===== src/rtl/mcycle_ctrl_fsm.sv =====
// Multicycle controller: fetch/decode/execute sequencing with memory wait states, FPU start/done handshake with timeout, sticky fault.
// Define MCYCLE_CTRL_PERF_EN to add the RetireCnt/StallCnt performance counters.
module mcycle_ctrl_fsm #(
    parameter int FPU_TIMEOUT = 16,
    parameter int CNT_W       = 32
) (
    input  logic       clk,
    input  logic       reset,
    input  logic [1:0] Op,
    input  logic [5:0] Funct,
    input  logic       MemReady,
    input  logic       FPUDone,
    output logic       IRWrite,
    output logic       AdrSrc,
    output logic       NextPC,
    output logic       RegW,
    output logic       MemW,
    output logic       FPUW,
    output logic       Branch,
    output logic       ALUOp,
    output logic [1:0] ALUSrcA,
    output logic [1:0] ALUSrcB,
    output logic [1:0] ResultSrc,
    output logic       FPUStart,
    output logic       Fault,
    output logic [3:0] StateOut
`ifdef MCYCLE_CTRL_PERF_EN
    ,
    output logic [CNT_W-1:0] RetireCnt,
    output logic [CNT_W-1:0] StallCnt
`endif
);

    typedef enum logic [3:0] {
        S_FETCH    = 4'd0,
        S_DECODE   = 4'd1,
        S_MEMADR   = 4'd2,
        S_MEMRD    = 4'd3,
        S_MEMWB    = 4'd4,
        S_MEMWR    = 4'd5,
        S_EXECUTER = 4'd6,
        S_EXECUTEI = 4'd7,
        S_ALUWB    = 4'd8,
        S_BRANCH   = 4'd9,
        S_FPUEXEC  = 4'd10,
        S_FPUWB    = 4'd11,
        S_FAULT    = 4'd12
    } state_t;

    localparam logic [7:0] TMO_LAST = 8'(FPU_TIMEOUT - 1);

    generate
        if (FPU_TIMEOUT < 2 || FPU_TIMEOUT > 255 || CNT_W < 1) begin : g_bad_param
            $error("mcycle_ctrl_fsm: FPU_TIMEOUT must be 2..255 and CNT_W >= 1");
        end
    endgenerate

    state_t     state_q, state_d;
    logic [7:0] fcnt_q, fcnt_d;

    logic unused_funct;
    assign unused_funct = ^Funct[4:1];

    always_comb begin
        state_d = state_q;
        fcnt_d  = fcnt_q;
        case (state_q)
            S_FETCH:    if (MemReady) state_d = S_DECODE;
            S_DECODE: begin
                case (Op)
                    2'b00:   state_d = Funct[5] ? S_EXECUTEI : S_EXECUTER;
                    2'b01:   state_d = S_MEMADR;
                    2'b10:   state_d = S_BRANCH;
                    default: begin
                        state_d = S_FPUEXEC;
                        fcnt_d  = 8'd0;
                    end
                endcase
            end
            S_EXECUTER: state_d = S_ALUWB;
            S_EXECUTEI: state_d = S_ALUWB;
            S_ALUWB:    state_d = S_FETCH;
            S_MEMADR:   state_d = Funct[0] ? S_MEMRD : S_MEMWR;
            S_MEMRD:    if (MemReady) state_d = S_MEMWB;
            S_MEMWB:    state_d = S_FETCH;
            S_MEMWR:    if (MemReady) state_d = S_FETCH;
            S_BRANCH:   state_d = S_FETCH;
            S_FPUEXEC: begin
                // A completing FPU wins over an expiring timeout in the same cycle.
                fcnt_d = fcnt_q + 8'd1;
                if (FPUDone)                  state_d = S_FPUWB;
                else if (fcnt_q == TMO_LAST)  state_d = S_FAULT;
            end
            S_FPUWB:    state_d = S_FETCH;
            default:    state_d = S_FAULT;
        endcase
    end

`ifdef MCYCLE_CTRL_PERF_EN
    logic [CNT_W-1:0] retire_cnt_q, retire_cnt_d;
    logic [CNT_W-1:0] stall_cnt_q, stall_cnt_d;
    logic             retire_evt, stall_evt;

    always_comb begin
        retire_evt = (state_q inside {S_ALUWB, S_MEMWB, S_BRANCH, S_FPUWB}) ||
                     (state_q == S_MEMWR && MemReady);
        stall_evt  = ((state_q inside {S_FETCH, S_MEMRD, S_MEMWR}) && !MemReady) ||
                     (state_q == S_FPUEXEC && !FPUDone);
        retire_cnt_d = retire_cnt_q + CNT_W'(retire_evt);
        stall_cnt_d  = stall_cnt_q + CNT_W'(stall_evt);
    end

    assign RetireCnt = retire_cnt_q;
    assign StallCnt  = stall_cnt_q;
`endif

    always_ff @(posedge clk) begin
        if (reset) begin
            state_q      <= S_FETCH;
            fcnt_q       <= 8'd0;
`ifdef MCYCLE_CTRL_PERF_EN
            retire_cnt_q <= '0;
            stall_cnt_q  <= '0;
`endif
        end else begin
            state_q      <= state_d;
            fcnt_q       <= fcnt_d;
`ifdef MCYCLE_CTRL_PERF_EN
            retire_cnt_q <= retire_cnt_d;
            stall_cnt_q  <= stall_cnt_d;
`endif
        end
    end

    // MemW and FPUStart are masked by reset so an aborted access or launch never escapes.
    always_comb begin
        IRWrite   = 1'b0;
        AdrSrc    = 1'b0;
        NextPC    = 1'b0;
        RegW      = 1'b0;
        MemW      = 1'b0;
        FPUW      = 1'b0;
        Branch    = 1'b0;
        ALUOp     = 1'b0;
        ALUSrcA   = 2'b00;
        ALUSrcB   = 2'b00;
        ResultSrc = 2'b00;
        FPUStart  = 1'b0;
        Fault     = 1'b0;
        case (state_q)
            S_FETCH: begin
                ALUSrcA   = 2'b01;
                ALUSrcB   = 2'b10;
                ResultSrc = 2'b10;
                IRWrite   = MemReady;
                NextPC    = MemReady;
            end
            S_DECODE: begin
                ALUSrcA   = 2'b01;
                ALUSrcB   = 2'b10;
                ResultSrc = 2'b10;
            end
            S_EXECUTER: ALUOp = 1'b1;
            S_EXECUTEI: begin
                ALUOp   = 1'b1;
                ALUSrcB = 2'b01;
            end
            S_ALUWB:    RegW = 1'b1;
            S_MEMADR:   ALUSrcB = 2'b01;
            S_MEMRD:    AdrSrc = 1'b1;
            S_MEMWB: begin
                RegW      = 1'b1;
                ResultSrc = 2'b01;
            end
            S_MEMWR: begin
                AdrSrc = 1'b1;
                MemW   = ~reset;
            end
            S_BRANCH: begin
                Branch    = 1'b1;
                ALUSrcB   = 2'b01;
                ResultSrc = 2'b10;
            end
            S_FPUEXEC:  FPUStart = (fcnt_q == 8'd0) && !reset;
            S_FPUWB: begin
                FPUW = 1'b1;
                RegW = 1'b1;
            end
            default:    Fault = 1'b1;
        endcase
    end

    assign StateOut = state_q;

endmodule

===== config.mk =====
export PLATFORM = sky130hd
export DESIGN_NAME = mcycle_ctrl_fsm
export DESIGN_NICKNAME = d
export VERILOG_FILES = /design/src/rtl/mcycle_ctrl_fsm.sv
export SDC_FILE = /design/constraint.sdc
export NUM_CORES = 1
export LEC_CHECK = 0
export ABC_AREA = 1
export BUFFER_PORTS_ARGS = -buffer_cell sky130_fd_sc_hd__clkbuf_2
export CAP_MARGIN = 20
export CORE_UTILIZATION = 34
export CTS_CLUSTER_SIZE = 14
export DETAILED_ROUTE_END_ITERATION = 6
export HOLD_SLACK_MARGIN = 0.08
export MAX_ROUTING_LAYER = met4
export PLACE_DENSITY_LB_ADDON = 0.08
export RECOVER_POWER = 50
export SLEW_MARGIN = 20
export SYNTH_ARGS = -nofsm -noshare
export SYNTH_HDL_FRONTEND = slang
export SYNTH_SLANG_ARGS = --single-unit

===== constraint.sdc =====
create_clock -name clk -period 2.25 [get_ports clk]
set_input_delay 0.1125 -clock clk [delete_from_list [all_inputs] [get_ports clk]]
set_output_delay 0.1125 -clock clk [all_outputs]
set_load 0.005 [all_outputs]

==> metrics.log <==
INFO  metric outcome = complete, no violations
INFO  metric initial_utilization = 0.356
INFO  metric cts_inserted_buffers = 3
INFO  metric data_arrival_critical_path = 1930 ps
INFO  metric cts-root-to-sink-buffers = 2
INFO  metric final.setup_skew = 5.80 ps
INFO  metric flip_flop_and_latch_count_after_synthesis = 12
INFO  metric drt-initial-drc-count = 20
INFO  metric grt_start_max_net_pins = 11
INFO  metric combinationalPowerShare = 0.514
INFO  metric grt_usage = 0.169
INFO  metric grt_pass1_vias = 935
INFO  metric critical_path.startpoint_type = register
INFO  metric timing.critical_path.cells = inv_1 > nor2_4 > nand2_4 > clkinvlp_2 > nand3_1 > o21ai_1 > a21oi_1
INFO  metric post_synth_num_cell_types = 25
INFO  metric r2r_setup_slack = 480 ps
INFO  metric share_of_cells_above_drive_strength_1 = 0.291
INFO  metric avgRoutedWirePerCell = 10.8 µm
INFO  metric setup_tns = 0 ps
INFO  metric setup_slack = 476 ps
INFO  metric final-max-slew-violation-count = 0
INFO  metric pwr-share-clk = 0.179
INFO  metric fin_util = 0.420
INFO  metric synth_top_cells_by_area = dfxtp_1 25%, nand2_1 9.6%, nor2_1 8.5%, inv_1 7.7%, nand3_1 7.7%
INFO  metric max_freq = 564 MHz
INFO  metric critPathSlowestCell = dfxtp_1
INFO  metric clk_latency = 270 ps
INFO  metric die-area = 3080 µm²
INFO  metric hold_class = primary input to register
INFO  metric antenna_cells = 0
INFO  metric numPortBuffers = 26
INFO  metric place_worst_setup_slack = 770 ps
INFO  metric hold_viol = 0
INFO  metric total_leakage_power = 0.000564 µW
INFO  metric clkSinkCount = 12
INFO  metric clockRootBuffer = clkbuf_4
INFO  metric intPower = 532 µW
INFO  metric cts_tree = done
INFO  metric gp_congestion = 0.784
INFO  metric floorplan.die.width = 55.5 µm
INFO  metric synthesis.nets = 166
INFO  metric global_route_wire_length_before_repair = 4110 µm
INFO  metric grt_overflow = 0
INFO  metric final_period_minus_worst_setup_slack = 1770 ps
INFO  metric synth-seq-area-share = 0.247
INFO  metric critical-path-max-stage-delay = 580 ps
INFO  metric drc = 0
INFO  metric die_y = 55.5 µm
INFO  metric timing.max_cap.violations = 0
INFO  metric ir_drop = 502 µV
INFO  metric fillCellCount = 299
INFO  metric power-per-cell-area = 846 nW/µm²
INFO  metric path_class = register to register
INFO  metric power.share.sequential = 0.307
INFO  metric ctsHoldBuffers = 1
INFO  metric mappedNetlistArea = 973 µm²
INFO  metric areaGrowthSynthToFinish = 18.0%
INFO  metric cts.htree.levels = 1
INFO  metric synthCells = 152
INFO  metric route.detailed.vias_per_inst = 4.77
INFO  metric num_rows = 19
INFO  metric layout.nets = 194
INFO  metric clk_pin_slew = 80 ps
INFO  metric setup_viol_count_final = 0
INFO  metric crit_path_required_time = 2410 ps
INFO  metric routed_wl = 2270 µm
INFO  metric floorplan.io_pins = 32
INFO  metric synthDominantCellAreaShare = 0.247
INFO  metric post-cts-setup-buffers = 0
INFO  metric p_switching = 440 µW
INFO  metric dr_total_vias = 1001
INFO  metric synth_largest_area_cell = dfxtp_1
INFO  metric antenna_found_initial = 0
INFO  metric layout_worst_path_cycle_share = 0.789
INFO  metric crit_path_max_fanout = 10
INFO  metric ys_warn_count = 0
INFO  metric antenna_left = 0
INFO  metric drt_first_pass_iters = 4
INFO  metric core-area = 2730 µm²
INFO  metric post_cts_resize_count = 0
INFO  metric end_kind = register
INFO  metric syn-mean-instance-area = 6.40 µm²
INFO  metric power.switching_fraction = 0.453
INFO  metric dp_hpwl = 1790 µm
INFO  metric rsz_0062_raised_after_global_routing = false
-- synthesized netlist by cell type --
master / instances
nand2_2: 6
o21ai_0: 7
a21oi_1: 9
nand3_1: 15
nand2_4: 1
dfxtp_1: 12
o21ai_1: 4
ha_1: 2
nor3_1: 2
buf_4: 3
nor2_2: 4
inv_6: 1
nor2_1: 22
buf_6: 1
nand3b_2: 1
conb_1: 1
inv_1: 20
nand3b_1: 1
a21oi_2: 1
inv_2: 5
o211ai_1: 3
nand4_4: 1
nor3_4: 1
nor2_4: 4
nand2_1: 25
-- path summary, 6_finish.rpt --
path,from,to,cells past startpoint
setup / recovery,StateOut[1]$_SDFFE_PP0P_,fcnt_q[5]$_SDFFE_PP0P_,7
setup reg to reg,StateOut[1]$_SDFFE_PP0P_,fcnt_q[5]$_SDFFE_PP0P_,7
hold / removal,MemReady,StateOut[0]$_SDFFE_PP0P_,4
hold reg to reg,fcnt_q[0]$_SDFFE_PP0P_,fcnt_q[0]$_SDFFE_PP0P_,1
-- metrics by stage --
step                cell area, µm²  power, µW  hold slack, ps  instances
floorplan                      973        668             175        152
global placement              1110        809             378        205
detailed placement            1110        808             360        205
CTS                           1150        987            99.2        210
global route                  1150       1070             123        210
finish                        1150        971             104        210
-- power by group through the flow --
stage	clock (µW)	sequential [µW]	combinational (µW)
global placement	0	304	505
finish	174	299	499
floorplan	0	285	382
CTS	181	301	506
detailed placement	0	306	502
global route	193	306	567
-- kinds of logic after synthesis --
group           Yosys count  share of synthesized area
flops                    12                      0.247
buf+inv                  30                      0.140
simple gates             83                      0.449
fa+ha+maj                 2                     0.0257
other cells               1                    0.00385
compound gates           24                      0.135
-- area by class of cell --
class | count | area (µm²) | area share
clock buffers | 4 | 36.3 | 0.0316
inverters | 26 | 98.8 | 0.0861
multi-input cells | 110 | 594 | 0.517
flip-flops and latches | 12 | 240 | 0.209
well taps | 31 | 38.8 | 0.0338
repair buffers | 27 | 140 | 0.122
-- critical path: cells and delay by family (launching register included) --
kind	cells	cell delay, ps
AO/OA/AOI/OAI	2	190
buffers and inverters	2	460
flip-flops	1	580
AND/OR/NAND/NOR	3	420
-- placed cells by master, fill, tap and decap left out --
cell type	n
nor2_1	23
clkbuf_8	1
nor3_1	2
clkbuf_2	26
clkbuf_4	3
nand2_4	1
clkinvlp_2	1
o211ai_1	3
dfxtp_1	12
ha_1	2
nand2_2	6
o21ai_0	7
dlygate4sd3_1	1
conb_1	1
inv_1	22
a21oi_1	9
nand3b_1	1
o21ai_1	4
nand3_1	15
nor2_4	4
nand3b_2	1
nor2_2	3
nand4_4	1
inv_2	3
nand2_1	25
nor3_4	1
a21oi_2	1
-- registers in the layout, summed over array words and instances, names as in the netlist --
register,count
StateOut,4
fcnt_q,8
-- layer usage --
layer  wire, µm  vias to the layer above  track usage
li1           -                      531            -
met1       1210                      444        0.236
met2        957                       24        0.251
met3         97                        2       0.0468
met4         10                        0       0.0214
met5          0                        -            -
(Power assumes the default switching activity.)
